[src/rtl/cla_pkg.sv]
// rtl/cla_pkg.sv - shared types, constants and helpers for the CLA word sequencer
//
// Purpose : FSM state encoding, nibble width and the signed-overflow rule.
// Contents: state_t, NIBBLE_W, calc_ovf().

package cla_pkg;

    localparam int NIBBLE_W = 4;

    typedef enum logic [1:0] {
        IDLE = 2'd0,
        RUN  = 2'd1,
        DONE = 2'd2
    } state_t;

    // Overflow occurs when both addends share a sign and the result's sign
    // differs from it. For subtraction, b_msb is the sign of the inverted b.
    function automatic logic calc_ovf(input logic a_msb,
                                      input logic b_msb,
                                      input logic s_msb);
        return (a_msb == b_msb) && (s_msb != a_msb);
    endfunction

endpackage

[src/rtl/sumGenerator.sv]
// rtl/sumGenerator.sv - 4-bit carry-lookahead adder
//
// Purpose: combinational nibble adder with lookahead carries.
// Ports  : A, B       - 4-bit addends
//          Cin        - carry in
//          sum        - 4-bit sum
//          Cout_final - carry out of bit 3

module sumGenerator (
    input  logic [3:0] A,
    input  logic [3:0] B,
    input  logic       Cin,
    output logic [3:0] sum,
    output logic       Cout_final
);

    logic [3:0] g;
    logic [3:0] p;
    logic [4:0] c;

    assign g = A & B;
    assign p = A ^ B;

    // Each carry is expanded directly from generate/propagate terms so no
    // carry depends on the previous carry's logic.
    assign c[0] = Cin;
    assign c[1] = g[0] | (p[0] & Cin);
    assign c[2] = g[1] | (p[1] & g[0]) | (p[1] & p[0] & Cin);
    assign c[3] = g[2] | (p[2] & g[1]) | (p[2] & p[1] & g[0])
                | (p[2] & p[1] & p[0] & Cin);
    assign c[4] = g[3] | (p[3] & g[2]) | (p[3] & p[2] & g[1])
                | (p[3] & p[2] & p[1] & g[0])
                | (p[3] & p[2] & p[1] & p[0] & Cin);

    assign sum        = p ^ c[3:0];
    assign Cout_final = c[4];

endmodule

[src/rtl/cla_word_sequencer.sv]
// rtl/cla_word_sequencer.sv - multi-cycle WIDTH-bit add/sub over one 4-bit CLA
//
// Purpose: accepts an operand pair, feeds the CLA one nibble per clock
//          (LSB first) with a registered inter-nibble carry, then presents
//          sum, carry-out and signed overflow until consumed.
// Ports  : clk, rst (sync, active high)
//          in_valid/in_ready, a, b, cin, sub - operand handshake
//          out_valid/out_ready, sum, cout, ovf - result handshake

module cla_word_sequencer
    import cla_pkg::*;
#(
    parameter int WIDTH = 16
) (
    input  logic             clk,
    input  logic             rst,
    input  logic             in_valid,
    output logic             in_ready,
    input  logic [WIDTH-1:0] a,
    input  logic [WIDTH-1:0] b,
    input  logic             cin,
    input  logic             sub,
    output logic             out_valid,
    input  logic             out_ready,
    output logic [WIDTH-1:0] sum,
    output logic             cout,
    output logic             ovf
);

    localparam int NIBBLES = WIDTH / NIBBLE_W;
    localparam int CNT_W   = (NIBBLES > 1) ? $clog2(NIBBLES) : 1;
    localparam logic [CNT_W-1:0] LAST = CNT_W'(NIBBLES - 1);

    state_t state;
    state_t state_next;

    logic [WIDTH-1:0]    a_reg;
    logic [WIDTH-1:0]    b_reg;
    logic [WIDTH-1:0]    result;
    logic [WIDTH-1:0]    b_eff;
    logic                carry_reg;
    logic                a_msb;
    logic                beff_msb;
    logic [CNT_W-1:0]    cnt;
    logic [NIBBLE_W-1:0] cla_sum;
    logic                cla_cout;
    logic                accept;
    logic                step;

    // Subtraction is a + ~b + 1; the +1 arrives through the carry register.
    assign b_eff  = sub ? ~b : b;
    assign accept = (state == IDLE) && in_valid;
    assign step   = (state == RUN);

    sumGenerator u_cla (
        .A          (a_reg[NIBBLE_W-1:0]),
        .B          (b_reg[NIBBLE_W-1:0]),
        .Cin        (carry_reg),
        .sum        (cla_sum),
        .Cout_final (cla_cout)
    );

    always_ff @(posedge clk) begin
        if (rst) begin
            state <= IDLE;
        end else begin
            state <= state_next;
        end
    end

    always_comb begin
        state_next = state;
        in_ready   = 1'b0;
        out_valid  = 1'b0;
        case (state)
            IDLE: begin
                in_ready = 1'b1;
                if (in_valid) begin
                    state_next = RUN;
                end
            end
            RUN: begin
                if (cnt == LAST) begin
                    state_next = DONE;
                end
            end
            DONE: begin
                out_valid = 1'b1;
                if (out_ready) begin
                    state_next = IDLE;
                end
            end
            default: begin
                state_next = IDLE;
            end
        endcase
    end

    always_ff @(posedge clk) begin
        if (rst) begin
            a_reg     <= '0;
            b_reg     <= '0;
            result    <= '0;
            carry_reg <= 1'b0;
            a_msb     <= 1'b0;
            beff_msb  <= 1'b0;
            cnt       <= '0;
        end else if (accept) begin
            a_reg     <= a;
            b_reg     <= b_eff;
            carry_reg <= sub | cin;
            a_msb     <= a[WIDTH-1];
            beff_msb  <= b_eff[WIDTH-1];
            cnt       <= '0;
        end else if (step) begin
            // Nibbles enter at the top so after NIBBLES passes the first
            // nibble computed has been pushed down to bit 0.
            result    <= {cla_sum, result[WIDTH-1:NIBBLE_W]};
            carry_reg <= cla_cout;
            a_reg     <= a_reg >> NIBBLE_W;
            b_reg     <= b_reg >> NIBBLE_W;
            // Holds at LAST instead of wrapping; cleared on the next accept.
            if (cnt != LAST) begin
                cnt <= cnt + 1'b1;
            end
        end
    end

    assign sum  = result;
    assign cout = carry_reg;
    assign ovf  = calc_ovf(a_msb, beff_msb, result[WIDTH-1]);

endmodule
[config.mk]
export PLATFORM = sky130hd
export DESIGN_NAME = cla_word_sequencer
export DESIGN_NICKNAME = d
export VERILOG_FILES = /design/src/rtl/cla_pkg.sv /design/src/rtl/sumGenerator.sv /design/src/rtl/cla_word_sequencer.sv
export SDC_FILE = /design/constraint.sdc
export NUM_CORES = 1
export LEC_CHECK = 0
export BUFFER_PORTS_ARGS = -buffer_cell sky130_fd_sc_hd__buf_2
export CORE_UTILIZATION = 55
export CTS_CLUSTER_SIZE = 20
export DETAILED_ROUTE_END_ITERATION = 8
export PLACE_DENSITY = 0.85
export SETUP_SLACK_MARGIN = 0.3
export SLEW_MARGIN = 25
export SYNTH_ARGS = -nofsm -noshare
export SYNTH_HDL_FRONTEND = slang
export SYNTH_SLANG_ARGS = --single-unit
[constraint.sdc]
create_clock -name clk -period 2.35 [get_ports clk]
set_clock_uncertainty 0.1 [all_clocks]
set_input_delay 0.1175 -clock clk [delete_from_list [all_inputs] [get_ports clk]]
set_output_delay 0.1175 -clock clk [all_outputs]
set_load 0.05 [all_outputs]
==> impl_metrics.ini <==
[power_and_ir_drop]
p_switching_uw = 548
power_density_nw_per_um2 = 684
peakVddDrop_mv = 0.449
intPower_uw = 1470
p_leak_uw = 0.00122
comb_power_share = 0.175
p_sw_frac = 0.271
pwr-share-clk = 0.319
seqPwrFrac = 0.506

[sta]
finalCritPeriodShare = 0.725
hold_viol_final = 0
tightest_slew_ns = 0.585
min_period_ns = 1.70
relSlewSlack = 0.610
fmaxAchievable_mhz = 587
tns_ns = 0
report.final.slew_viol_count = 0
rsz0062_at_grt = false
setup_viol = 0

[cts]
insertion_delay_ns = 0.31
cts_buffers = 5
cts.sinks = 55
cts-root-buf = clkbuf_8
cts_tree = yes
clk_pin_slew_worst_paths_ns = 0.09
htreeDepth = 2
clk_path_buf_depth = 2

[place]
routabilityCongestion = 0.814
port_buffers = 57
dpl.hpwl_um = 3580
post_dp_cell_area_um2 = 2730

[grt]
antenna_found_initial = 0
grt_max_degree = 33
grt_pass1_wl_um = 8490
grt_pass1_vias = 2020
track_usage = 0.250
grt.overflow.total = 0

[route]
antenna_left = 0
via_per_inst = 5.45
drt_iter0_drc = 116
wl_per_cell_um = 13.4
drt_pass1_iterations = 4
wl_um = 5340
vias = 2176
drcViolationCount = 0

[hold_path]
hold_class = input port to flip-flop
min-delay-start = b[14]

[synthesis]
synth_fa_ha_area_frac = 0.0341
synth.avg_cell_area_um2 = 8.49
seq_area_frac_synth = 0.455
syn_area_um2 = 2420
synth_top_family_by_area = compound AO/OA/AOI/OAI gates
syn_nets = 329
yosys_warnings = 0
synthTopCellsByArea = dfxtp_1 46%, nand2_1 9.8%, a22oi_1 7.8%, a21oi_1 7.2%, xor2_1 5.8%
yosys-mux-area-fraction = 0.00414
synthCells = 285
synth.distinct_cells = 34
yosys.area.top_type_share = 0.455
ys_ff_latch = 55
synthSimpleGateAreaFrac = 0.187
yosys.area.top_type = dfxtp_1
synth_compound_area_frac = 0.201
synth_xor_area_frac = 0.0651

[job]
maxCapViolCount = 0

[worst_setup_path]
cp-startpoint = state[1]$_SDFFE_PP0P_
cp_max_fo = 13
regToRegSetupSlack_ns = 0.65
end_kind = flip-flop
start_kind = flip-flop
crit_type = flip-flop to flip-flop
critPathArrivalTime_ns = 1.85
cp.required_ns = 2.49
rr_startpoint = state[1]$_SDFFE_PP0P_

[floorplan]
fp.coreArea_um2 = 4120
top_level_ports = 58
rows = 23
die_y_um = 68.3
start_util = 0.588
die_x_um = 68.3
dieArea_um2 = 4670

[cells_and_area]
finalInstanceArea_um2 = 2950
area_delta_synth_final_pct = 21.9
antenna_cells = 0
drive_gt1_frac = 0.235
final_nets = 392

[run_status]
status = finished clean
layer usage:
| layer | up-vias | global-route usage | wire (um) |
|---|---|---|---|
| met5 | - | 0 | 0 |
| met4 | 0 | 0.0964 | 129 |
| met3 | 14 | 0.0600 | 286 |
| met2 | 73 | 0.442 | 2680 |
| met1 | 985 | 0.287 | 2240 |
| li1 | 1104 | - | - |
power groups by stage:
stage	Clock [uW]	Combinational, uW	Sequential [uW]
floorplan	0	217	1070
global placement	0	328	1040
detailed placement	0	336	1040
CTS	648	349	1020
global route	688	392	1030
finish	644	352	1020
layout make-up:
class	count	area, um2
fill	323	1170
timing repair buffer	77	460
clock inverter	2	35.0
sequential	55	1100
inverter	5	18.8
multi-input combinational	204	1190
tap	50	62.6
clock buffer	6	82.6
through the flow:
stage / hold slack, ns / instances / power (uW) / worst slack, ns / util
finish: 0.00758 / 399 / 2020 / 0.645 / 0.717
CTS: 0.00374 / 398 / 2020 / 0.648 / 0.714
global route: 0.0296 / 399 / 2110 / 0.517 / 0.717
detailed placement: 0.267 / 381 / 1380 / 0.719 / 0.664
floorplan: 0.154 / 285 / 1280 / 0.352 / -
global placement: 0.263 / 381 / 1370 / 0.778 / 0.664
cell usage in the layout (no fill, tap or decap), drive strengths merged, types with 5 or more instances in the layout:
cell	n
a21oi	35
dlygate4sd3	10
nand2	63
ha	5
xor2	16
o21ai	14
dfxtp	55
inv	5
a22oi	25
nor2	11
nand3	8
clkbuf	6
buf	67
nor3	6
timing repair:
action,in CTS,in global routing
setup buffers,0,0
gates resized for setup,0,0
setup endpoints to repair,0,0
hold buffers,9,1
endpoints found under the hold margin,10,1
synthesized netlist by cell type (all sizes together):
| cell | instances |
|---|---|
| xor2 | 16 |
| nor2 | 11 |
| nor2b | 2 |
| ha | 5 |
| and2b | 1 |
| a31oi | 1 |
| nand2 | 63 |
| nor3 | 6 |
| buf | 15 |
| or2 | 1 |
| a2111oi | 1 |
| o311ai | 1 |
| nor3b | 2 |
| a21oi | 35 |
| nand2b | 2 |
| a211oi | 2 |
| mux2i | 1 |
| inv | 5 |
| dfxtp | 55 |
| nand3b | 2 |
| a22oi | 25 |
| nand3 | 8 |
| fa | 1 |
| xnor2 | 2 |
| clkbuf | 6 |
| o21ai | 14 |
| o41ai | 1 |
| nor4b | 1 |
worst paths after layout:
| check | cells after the start | to |
|---|---|---|
| max | 4 | a_reg[8]$_SDFFE_PP0P_ |
| min | 4 | b_reg[14]$_SDFFE_PP0P_ |
| max reg2reg | 4 | a_reg[8]$_SDFFE_PP0P_ |
| min reg2reg | 2 | sum[0]$_SDFFE_PP0P_ |
worst max-delay path, cell delays in order, from the launching register on:
cell,delay [ns]
dfxtp_1,0.44
and2b_1,0.34
nor2_2,0.45
nand2_1,0.13
a21oi_1,0.18
kinds of logic after synthesis:
family                   after synthesis
buffers and inverters                 26
adder cells (fa/ha/maj)                6
XOR/XNOR                              18
multiplexers                           1
flip-flops                            55
AND/OR/NAND/NOR                       99
AO/OA/AOI/OAI                         80
(Power assumes the default switching activity.)
